### config.mk
export PLATFORM = sky130hd
export DESIGN_NAME = dlya_tap_cal_ctrl
export DESIGN_NICKNAME = d
export VERILOG_FILES = /design/src/rtl/dlya_cal_pkg.sv /design/src/rtl/dlya_cal_vote.sv /design/src/rtl/dlya_tap_cal_ctrl.sv
export SDC_FILE = /design/constraint.sdc
export NUM_CORES = 1
export LEC_CHECK = 0
export CAP_MARGIN = 20
export CORE_AREA = 10 10 55 57
export DETAILED_ROUTE_END_ITERATION = 8
export DIE_AREA = 0 0 65 67
export PLACE_DENSITY = 0.79
export SLEW_MARGIN = 20
export SYNTH_ARGS = -nofsm -noshare
export SYNTH_HDL_FRONTEND = slang
export SYNTH_SLANG_ARGS = --single-unit
export TNS_END_PERCENT = 50
### constraint.sdc
create_clock -name CLK -period 3.4 [get_ports CLK]
set_input_delay 0.85 -clock CLK [delete_from_list [all_inputs] [get_ports CLK]]
set_output_delay 0.85 -clock CLK [all_outputs]
set_load 0.01 [all_outputs]
### src/rtl/dlya_cal_pkg.sv
// Shared state encoding and constants for the delay-line tap calibration controller.
package dlya_cal_pkg;

  typedef logic [2:0] cal_state_e;

  localparam cal_state_e StIdle    = 3'd0;
  localparam cal_state_e StSettle  = 3'd1;
  localparam cal_state_e StMeasure = 3'd2;
  localparam cal_state_e StDecide  = 3'd3;
  localparam cal_state_e StLocked  = 3'd4;
  localparam cal_state_e StFail    = 3'd5;

  localparam int unsigned TRACK_PERIOD = 256;

endpackage

### src/rtl/dlya_cal_vote.sv
// Sample and ones counters for one tap measurement, plus the strict-majority compare.
module dlya_cal_vote
  import dlya_cal_pkg::*;
#(
  parameter int unsigned NSAMP = 8
) (
  input  logic clk,
  input  logic rst,
  input  logic clear,
  input  logic enable,
  input  logic sample,
  output logic done,
  output logic maj
);

  localparam int unsigned CW = $clog2(NSAMP + 1);

  logic [CW-1:0] cnt_q;
  logic [CW-1:0] ones_q;
  logic [CW:0]   ones_x2;

  always_ff @(posedge clk) begin
    if (rst || clear) begin
      cnt_q  <= '0;
      ones_q <= '0;
    end else if (enable) begin
      cnt_q  <= cnt_q + CW'(1);
      ones_q <= ones_q + CW'(sample);
    end
  end

  // done flags the last counted sample so the FSM leaves MEASURE after exactly NSAMP cycles
  assign done    = enable && (cnt_q == CW'(NSAMP - 1));
  assign ones_x2 = {ones_q, 1'b0};
  // A tie is treated as low
  assign maj     = ones_x2 > (CW + 1)'(NSAMP);

endmodule

### src/rtl/dlya_tap_cal_ctrl.sv
// Linear-search tap calibration for a tapped delay line, with manual override.
// Optional continuous tracking while locked is enabled by defining DLYA_CAL_TRACK_EN.
module dlya_tap_cal_ctrl
  import dlya_cal_pkg::*;
#(
  parameter int unsigned NTAPS      = 16,
  parameter int unsigned SETTLE_CYC = 4,
  parameter int unsigned NSAMP      = 8,
  parameter int unsigned DEF_TAP    = 0,
  localparam int unsigned TAP_W     = $clog2(NTAPS)
) (
  input  logic             CLK,
  input  logic             RST,
  input  logic             CAL_START,
  input  logic             SAMPLE,
  input  logic             OVR_EN,
  input  logic [TAP_W-1:0] OVR_TAP,
  output logic [TAP_W-1:0] TAP_SEL,
  output logic             CAL_BUSY,
  output logic             CAL_DONE,
  output logic             CAL_ERR
);

  localparam int unsigned SW = (SETTLE_CYC > 1) ? $clog2(SETTLE_CYC) : 1;
  localparam logic [TAP_W-1:0] TapMax = TAP_W'(NTAPS - 1);
  localparam logic [TAP_W-1:0] TapDef = TAP_W'(DEF_TAP);

  cal_state_e       state_q, state_d;
  logic [TAP_W-1:0] tap_q, tap_d;
  logic [SW-1:0]    settle_q, settle_d;
  logic             busy_q, busy_d;
  logic             done_q, done_d;
  logic             err_q, err_d;
  logic             vote_clr, vote_en, vote_done, vote_maj;

`ifdef DLYA_CAL_TRACK_EN
  localparam int unsigned TW = $clog2(TRACK_PERIOD);
  logic          track_q, track_d;
  logic [TW-1:0] trk_cnt_q, trk_cnt_d;
`endif

  dlya_cal_vote #(
    .NSAMP (NSAMP)
  ) u_vote (
    .clk    (CLK),
    .rst    (RST),
    .clear  (vote_clr),
    .enable (vote_en),
    .sample (SAMPLE),
    .done   (vote_done),
    .maj    (vote_maj)
  );

  always_comb begin
    state_d  = state_q;
    tap_d    = tap_q;
    settle_d = settle_q;
    busy_d   = busy_q;
    done_d   = done_q;
    err_d    = err_q;
    vote_clr = 1'b0;
    vote_en  = 1'b0;
`ifdef DLYA_CAL_TRACK_EN
    track_d   = track_q;
    trk_cnt_d = trk_cnt_q;
`endif

    case (state_q)
      StSettle: begin
        vote_clr = 1'b1;
        if (settle_q == SW'(SETTLE_CYC - 1)) state_d = StMeasure;
        else                                 settle_d = settle_q + SW'(1);
      end
      StMeasure: begin
        vote_en = 1'b1;
        if (vote_done) state_d = StDecide;
      end
      StDecide: begin
`ifdef DLYA_CAL_TRACK_EN
        if (track_q) begin
          // Tracking step: nudge one tap toward the transition, clamped at both ends
          state_d = StLocked;
          track_d = 1'b0;
          if (vote_maj) begin
            if (tap_q != '0) tap_d = tap_q - TAP_W'(1);
          end else if (tap_q != TapMax) begin
            tap_d = tap_q + TAP_W'(1);
          end
        end else begin
`else
        begin
`endif
          if (vote_maj) begin
            state_d = StLocked;
            busy_d  = 1'b0;
            done_d  = 1'b1;
          end else if (tap_q == TapMax) begin
            state_d = StFail;
            busy_d  = 1'b0;
            err_d   = 1'b1;
            tap_d   = TapDef;
          end else begin
            state_d  = StSettle;
            tap_d    = tap_q + TAP_W'(1);
            settle_d = '0;
          end
        end
      end
      StLocked: begin
`ifdef DLYA_CAL_TRACK_EN
        if (!OVR_EN) begin
          if (trk_cnt_q == TW'(TRACK_PERIOD - 1)) begin
            trk_cnt_d = '0;
            track_d   = 1'b1;
            settle_d  = '0;
            state_d   = StSettle;
          end else begin
            trk_cnt_d = trk_cnt_q + TW'(1);
          end
        end
`endif
      end
      StIdle, StFail: ;
      default: state_d = StIdle;
    endcase

    // Only a full search raises busy, so a start during tracking restarts calibration
    if (CAL_START && !busy_q) begin
      state_d  = StSettle;
      tap_d    = '0;
      settle_d = '0;
      busy_d   = 1'b1;
      done_d   = 1'b0;
      err_d    = 1'b0;
`ifdef DLYA_CAL_TRACK_EN
      track_d   = 1'b0;
      trk_cnt_d = '0;
`endif
    end
  end

  always_ff @(posedge CLK) begin
    if (RST) begin
      state_q  <= StIdle;
      tap_q    <= TapDef;
      settle_q <= '0;
      busy_q   <= 1'b0;
      done_q   <= 1'b0;
      err_q    <= 1'b0;
`ifdef DLYA_CAL_TRACK_EN
      track_q   <= 1'b0;
      trk_cnt_q <= '0;
`endif
    end else begin
      state_q  <= state_d;
      tap_q    <= tap_d;
      settle_q <= settle_d;
      busy_q   <= busy_d;
      done_q   <= done_d;
      err_q    <= err_d;
`ifdef DLYA_CAL_TRACK_EN
      track_q   <= track_d;
      trk_cnt_q <= trk_cnt_d;
`endif
    end
  end

  assign TAP_SEL  = OVR_EN ? OVR_TAP : tap_q;
  assign CAL_BUSY = busy_q;
  assign CAL_DONE = done_q;
  assign CAL_ERR  = err_q;

endmodule

; ---- Yosys cells after proc, flatten, opt, wreduce, memory -nomap -nowiden
; Cells that the tools add are included.
[totals]
register_bits = 20
inputBits = 9
elab_cells = 67
[op_classes]
add_sub_neg = 4
magnitude_cmp = 1
n_eq_ne = 16
n_mux = 18
bitwise = 2
reduce_logical = 17
[op_table]
columns = cell, count
row1 = $mux 3, 4
row2 = $pmux 3 s4, 1
row3 = $reduce_and 3->1, 3
row4 = $add 4x1->4 const B, 2
row5 = $mux 4, 2
row6 = $ne 2x2->1 const B, 4
row7 = $mux 1, 7
row8 = $eq 3x2->1 const B, 2
row9 = $eq 3x3->1 const B, 2
row10 = $mux 2, 3
row11 = $reduce_and 2->1, 3
row12 = $gt 5x4->1 const B, 1
row13 = $add 4x1->4, 1
row14 = $eq 4x3->1 const B, 1
row15 = $eq 4x4->1 const B, 1
row16 = $ne 2x1->1 const B, 2
row17 = $pmux 2 s2, 1
row18 = $reduce_and 4->1, 1
row19 = $reduce_bool 2->1, 2
row20 = $eq 3x1->1 const B, 1
row21 = $logic_not 3->1, 1
row22 = $ne 3x2->1 const B, 1
row23 = $ne 3x3->1 const B, 1
row24 = $reduce_bool 3->1, 1
row25 = 8 further kinds, 10

; ---- Depth between registers and ports, before layout
; Gate-level depths: netlist of the first run.
[logic_depth]
word_depth = 6
ltp_mapped = 5

; ---- Modules after synthesis
; From an unflattened synthesis of the first run, not the netlist that was laid out.
[unflattened]
cells_unflattened = 114
area_unflattened_um2 = 1096.1
[modules_own_cells]
columns = mod, instances, cells_per_inst, area_per_inst_um2
row1 = dlya_tap_cal_ctrl, 1, 75, 668.1
row2 = dlya_cal_vote, 1, 39, 427.9

; ---- Worst setup path after synthesis of the first run
; No wires, ideal clock.
[synth_path]
path_kind = input port to output port
from = input port OVR_EN
to = output port TAP_SEL[0]
t_arrival_ns = 1.185
required_ns = 2.550
setup_slack_ns = 1.365
path_stages = 1
cell_sequence = mux2_2
[synth_via]
elab_chain_cells = 1
[synth_rtl]
columns = element, line
row1 = "start, declared", dlya_tap_cal_ctrl.sv:16  ; input logic OVR_EN,
row2 = $mux 4, dlya_tap_cal_ctrl.sv:168  ; assign TAP_SEL = OVR_EN ? OVR_TAP : tap_q;
row3 = "end, declared", dlya_tap_cal_ctrl.sv:18  ; output logic [TAP_W-1:0] TAP_SEL,
; No other way between the ends.

; ---- Worst setup path in the final report of the first run
; Same ends and word-level chain as after synthesis.

==> results by group, run 1 <==
Global routing
  • Global-route wire length before repair: 3939 microns
  • Vias in the first global route: 879
  • Largest net degree at the start of global routing: 12
  • Total GRT Usage: 11.40%
  • Congestion Overflow GR: 0
  • Initial antenna violation count: 0

STA
  • RSZ-0062 raised after global routing: no
  • Min Hold Slack: 0.4556 ns
  • Setup TNS: 0 ns
  • Setup ws final: 0.3242 ns
  • Max-slew headroom: 56.47%
  • Clock Skews: 0.01189 ns
  • Hold Vio Cnt, Final: 0
  • Final min period: 3.076 ns
  • Final setup vio count: 0
  • Fmax: 325.1 MHz
  • Fin. max-slew vios: 0
  • Period utilisation layout: 90.47%
  • Slew at the pin closest to its max-slew limit: 0.6515 ns

Power and ir drop
  • Clock share of power: 27.9%
  • Power Density: 316.0 nW/um^2
  • Seq pwr share: 61.8%
  • Int Pwr: 300.7 uW
  • Sw frac: 22.72%
  • Maximum VDD drop: 0.0002643 V
  • Static leakage: 0.0004209 uW
  • P_sw: 88.40 uW
  • Logic pwr share: 10.2%

Synthesis
  • Syn Inst Count: 121
  • YS warnings: 0
  • Register area share after synthesis: 37.91%
  • Netlist cell types: 39
  • Async SR Flop Fraction: 0%
  • Syn Nets: 135
  • FF+latch count, synth: 20
  • Post-synth EDFFs: 0
  • Mean cell area of the mapped netlist: 8.727 sq um
  • Main flop type after synthesis: dfxtp_1
  • Mapped cell area: 1056 sq um

Clock tree
  • Hold buffer count at cts: 0
  • # clock sinks: 20
  • Num CTS Buffers: 3
  • H-tree Lvls: 1
  • CTS clk-pin slew, worst paths: 0.11 ns
  • Clock Latency Late Sink: 0.30 ns
  • CTS tree: yes
  • CTS max path bufs: 2
  • # Post-CTS Setup Buffers: 0
  • Root buf cell: clkbuf_4
  • PostCTS Resize Cnt: 0

Drt
  • TritonRoute pass-1 iters: 4
  • Via density per instance: 5.772
  • Drc violations: 0
  • Detailed Route WL: 2259 microns
  • Drt wl/cell: 13.94 microns
  • Post-route ant nets: 0
  • 1st-iter DRT viols: 37
  • Via Count: 935

Die
  • Die area: 4355 sq um
  • Io pins: 16
  • Initial Util: 54.38%
  • FP Rows: 16
  • Core Area: 1942 sq um
  • Height of the chip: 67 microns
  • Die width: 65 microns

Final layout
  • Commonest cells after routing, fill and taps aside: dfxtp_1, clkdlybuf4s50_1, a21oi_1
  • Commonest non-fill, non-tap cell in the layout: dfxtp_1
  • Area growth from synthesis to layout: 16.59%
  • Fin util: 63.40%
  • Share of post-route cells with drive strength above 1: 7.407%
  • Antenna cells: 0
  • Final nets: 151

Worst hold path
  • Hold wc startpoint: CAL_DONE
  • Hold WC Path Type: reg -> reg

Placement
  • IO Port Bufs: 15
  • Dpl hpwl: 1762 microns
  • RD Place Congestion: 0.8628
  • Setup Slack @ Placement: 0.3143 ns

Worst setup path
  • Setup crit end kind: output port
  • Worst R2R Start: settle_q[0]
  • Setup crit start: OVR_EN
  • Startpoint Class: input pin
  • CP arrival: 2.23 ns
  • Flop-to-flop setup slack: 1.75 ns
  • Required @ worst endpoint: 2.55 ns
  • Critical path class: in -> out
  • Critical Path Fanout Max: 4

Status
  • Outcome: finished clean

Job
  • Max Cap Viol: 0
## Yosys cell counts, drive strengths merged (2+ instances only)
cell | count | area share (%)
dfxtp | 20 | 38
a21oi | 13 | 6.2
nand2 | 9 | 3.2
nand3 | 7 | 3.3
o21ai | 7 | 3.3
or3 | 6 | 3.6
ha | 5 | 5.9
inv | 5 | 1.8
nor2 | 5 | 1.8
mux2 | 4 | 4.3
nor2b | 4 | 2.4
a31oi | 3 | 1.8
buf | 3 | 2.6
nand2b | 3 | 1.8
nand4 | 3 | 1.8
a311oi | 2 | 1.7
o31ai | 2 | 1.4
## logic make-up after synthesis
family	after synthesis	share of synthesized area, %
and+or+nand+nor	45	23.93
AOI/OAI and AO/OA	36	21.45
DFF	20	37.91
buffers and inverters	9	4.739
muxes	5	5.213
adders and majority gates	5	5.924
xor gates and xnor gates	1	0.8295
## critical path, stage by stage
cell and delay [ns]:
clkdlybuf4s50_1 0.54, mux2_2 0.35, clkdlybuf4s50_1 0.48
## registers in the layout (all words and copies together) (netlist names)
register,count
settle_q,2
u_vote.ones_q,4
CAL_DONE,1
state_q,3
CAL_ERR,1
CAL_BUSY,1
u_vote.cnt_q,4
tap_q,4
## power groups by stage
stage               registers [uW]  logic [uW]  clock network [uW]
floorplan                      245        18.6                   0
global placement               246        38.9                   0
detailed placement             246        40.1                   0
CTS                            241        40.4                 115
global route                   242        43.5                 125
finish                         241        39.8                 109
## stage by stage
step | cells | cell area [sq um] | power, uW
2_1_floorplan | 121 | 1056 | 264.0
3_3_place_gp | 159 | 1209 | 284.4
3_5_place_dp | 159 | 1209 | 286.0
4_1_cts | 162 | 1231 | 395.9
5_1_grt | 162 | 1231 | 410.0
6_report | 162 | 1231 | 389.1
## worst paths after layout
| kind | to | cells after the start |
|---|---|---|
| min | CAL_DONE | 2 |
| max | TAP_SEL[0] | 3 |
| max reg2reg | settle_q[1] | 4 |
| min reg2reg | CAL_DONE | 2 |
## layout make-up
type	instances	area [sq um]
Clock buffer	3	22.52
Fill cell	176	710.7
Inverter	5	18.77
Multi-Input combinational cell	92	605.6
Sequential cell	20	400.4
Tap cell	27	33.78
Timing Repair Buffer	15	150.1
## metal layers
metal	up-vias	routed length [microns]	track usage, %
li1	486	-	-
met3	5	111	3.344
met4	0	41	5.615
met2	23	1077	19.21
met1	421	1030	12.88
met5	-	0	0
(Power assumes the default switching activity.)
==> run 2: changes to the inputs <==
CORE_AREA = 10 10 66 68   (was 10 10 55 57)
DIE_AREA = 0 0 76 78   (was 0 0 65 67)
PLACE_DENSITY = default   (was 0.79)
==> results by group, run 2 (synthesized netlist as in run 1, its figures left out) <==
Global routing
  • Largest net degree at the start of global routing: 12 (unchanged)
  • Vias in the first global route: 967 (+10%)
  • Initial antenna violation count: 0 (unchanged)
  • Congestion Overflow GR: 0 (unchanged)
  • Global-route wire length before repair: 4333 microns (+10%)
  • Total GRT Usage: 8.563% (-2.8 points)

STA
  • Slew at the pin closest to its max-slew limit: 0.6991 ns (+0.04759 ns)
  • Max-slew headroom: 52.73% (-3.7 points)
  • Final min period: 3.084 ns (+0.008370 ns)
  • Period utilisation layout: 90.71% (+0.25 points)
  • RSZ-0062 raised after global routing: no
  • Fin. max-slew vios: 0 (unchanged)
  • Fmax: 324.2 MHz (-0.27%)
  • Setup TNS: 0 ns (unchanged)
  • Clock Skews: 0.01236 ns (+0.0004741 ns)
  • Final setup vio count: 0 (unchanged)
  • Hold Vio Cnt, Final: 0 (unchanged)

Drt
  • 1st-iter DRT viols: 54 (+46%)
  • Post-route ant nets: 0 (unchanged)
  • Detailed Route WL: 2468 microns (+9.3%)
  • Drt wl/cell: 13.56 microns (-2.8%)
  • Via density per instance: 5.313 (-7.9%)
  • Drc violations: 0 (unchanged)
  • TritonRoute pass-1 iters: 4 (unchanged)
  • Via Count: 967 (+3.4%)

Final layout
  • Biggest regs: tap_q: 4 flops, u_vote.cnt_q: 4 flops, u_vote.ones_q: 4 flops
  • Area growth from synthesis to layout: 20.14%
  • Share of post-route cells with drive strength above 1: 8.088% (+0.68 points)
  • Commonest cells after routing, fill and taps aside: dfxtp_1, clkdlybuf4s50_1, a21oi_1
  • Antenna cells: 0 (unchanged)
  • Final nets: 151 (unchanged)
  • Commonest non-fill, non-tap cell in the layout: dfxtp_1

Clock tree
  • Num CTS Buffers: 3 (unchanged)
  • CTS max path bufs: 2 (unchanged)
  • # clock sinks: 20 (unchanged)
  • # Post-CTS Setup Buffers: 0 (unchanged)
  • CTS clk-pin slew, worst paths: 0.11 ns (about the same)
  • Clock Latency Late Sink: 0.31 ns (about the same)
  • PostCTS Resize Cnt: 0 (unchanged)
  • Hold buffer count at cts: 0 (unchanged)
  • H-tree Lvls: 1 (unchanged)
  • CTS tree: yes
  • Root buf cell: clkbuf_4

Worst setup path
  • Setup crit end kind: output port
  • Flop-to-flop setup slack: 1.68 ns (-0.07 ns)
  • Critical path class: in -> out
  • CP arrival: 2.23 ns (about the same)
  • Required @ worst endpoint: 2.55 ns (about the same)
  • Startpoint Class: input pin
  • Critical Path Fanout Max: 4 (unchanged)

Placement
  • RD Place Congestion: 0.8055 (-6.6%)
  • Dpl hpwl: 1834 microns (+4.1%)
  • IO Port Bufs: 15 (unchanged)

Worst hold path
  • Hold WC Path Type: reg -> reg

Die
  • Core Area: 3179 sq um (+64%)
  • Height of the chip: 78 microns (+16%)
  • Die area: 5928 sq um (+36%)
  • Initial Util: 33.22% (-21 points)
  • FP Rows: 21 (+5)
  • Io pins: 16 (unchanged)
  • Die width: 76 microns (+17%)

Power and ir drop
  • Static leakage: 0.0004281 uW (+1.7%)
  • Total Power: 425.0 uW (+9.2%)
  • Power Density: 335.0 nW/um^2 (+6.0%)
  • Maximum VDD drop: 0.0002167 V (-18%)

Status
  • Outcome: finished clean

Job
  • Max Cap Viol: 0 (unchanged)
[run 2: changes by cell type in the layout (fill, tap and decap cells not counted)]
cell,change
clkbuf_8,+1
[run 2: layer usage]
layer	GRT usage (%)	wire, microns
met1	10.19	1227
met2	13.61	1088
met4	3.030	23
met3	3.456	128
met5	0	0
[run 2: final timing paths]
kind,start,to,cells past startpoint
hold / removal,CAL_DONE,CAL_DONE,2
setup / recovery,OVR_EN,TAP_SEL[0],3
setup reg to reg,settle_q[0],settle_q[1],4
hold reg to reg,CAL_DONE,CAL_DONE,2
[run 2: area by class of cell]
class	instances	area [sq um]
clock buffers	4	36.28
fillers	330	1911
inverters	5	18.77
multi-input cells	92	605.6
flip-flops and latches	20	400.4
well taps	46	57.56
repair buffers	15	150.1
[run 2: power by group]
part / internal [uW] / switching (uW)
sequential: 237 / 3.86
clock: 65.4 / 78.5
combinational: 22.5 / 17.7
[run 2: through the flow]
step           utilization, %  cell area [sq um]  hold slack (ns)  std cells  setup WS (ns)
3_3_place_gp            38.76               1232           0.4330        178         0.3350
5_1_grt                 39.91               1269           0.4991        182         0.2821
2_1_floorplan               -               1056           0.4533        121          1.365
4_1_cts                 39.91               1269           0.4642        182         0.2947
3_5_place_dp            38.76               1232           0.4485        178         0.2921
6_report                39.91               1269           0.4580        182         0.3158
[run 2: critical path: stages]
cell and delay [ns]:
clkdlybuf4s50_1 0.55, mux2_2 0.35, clkdlybuf4s50_1 0.48
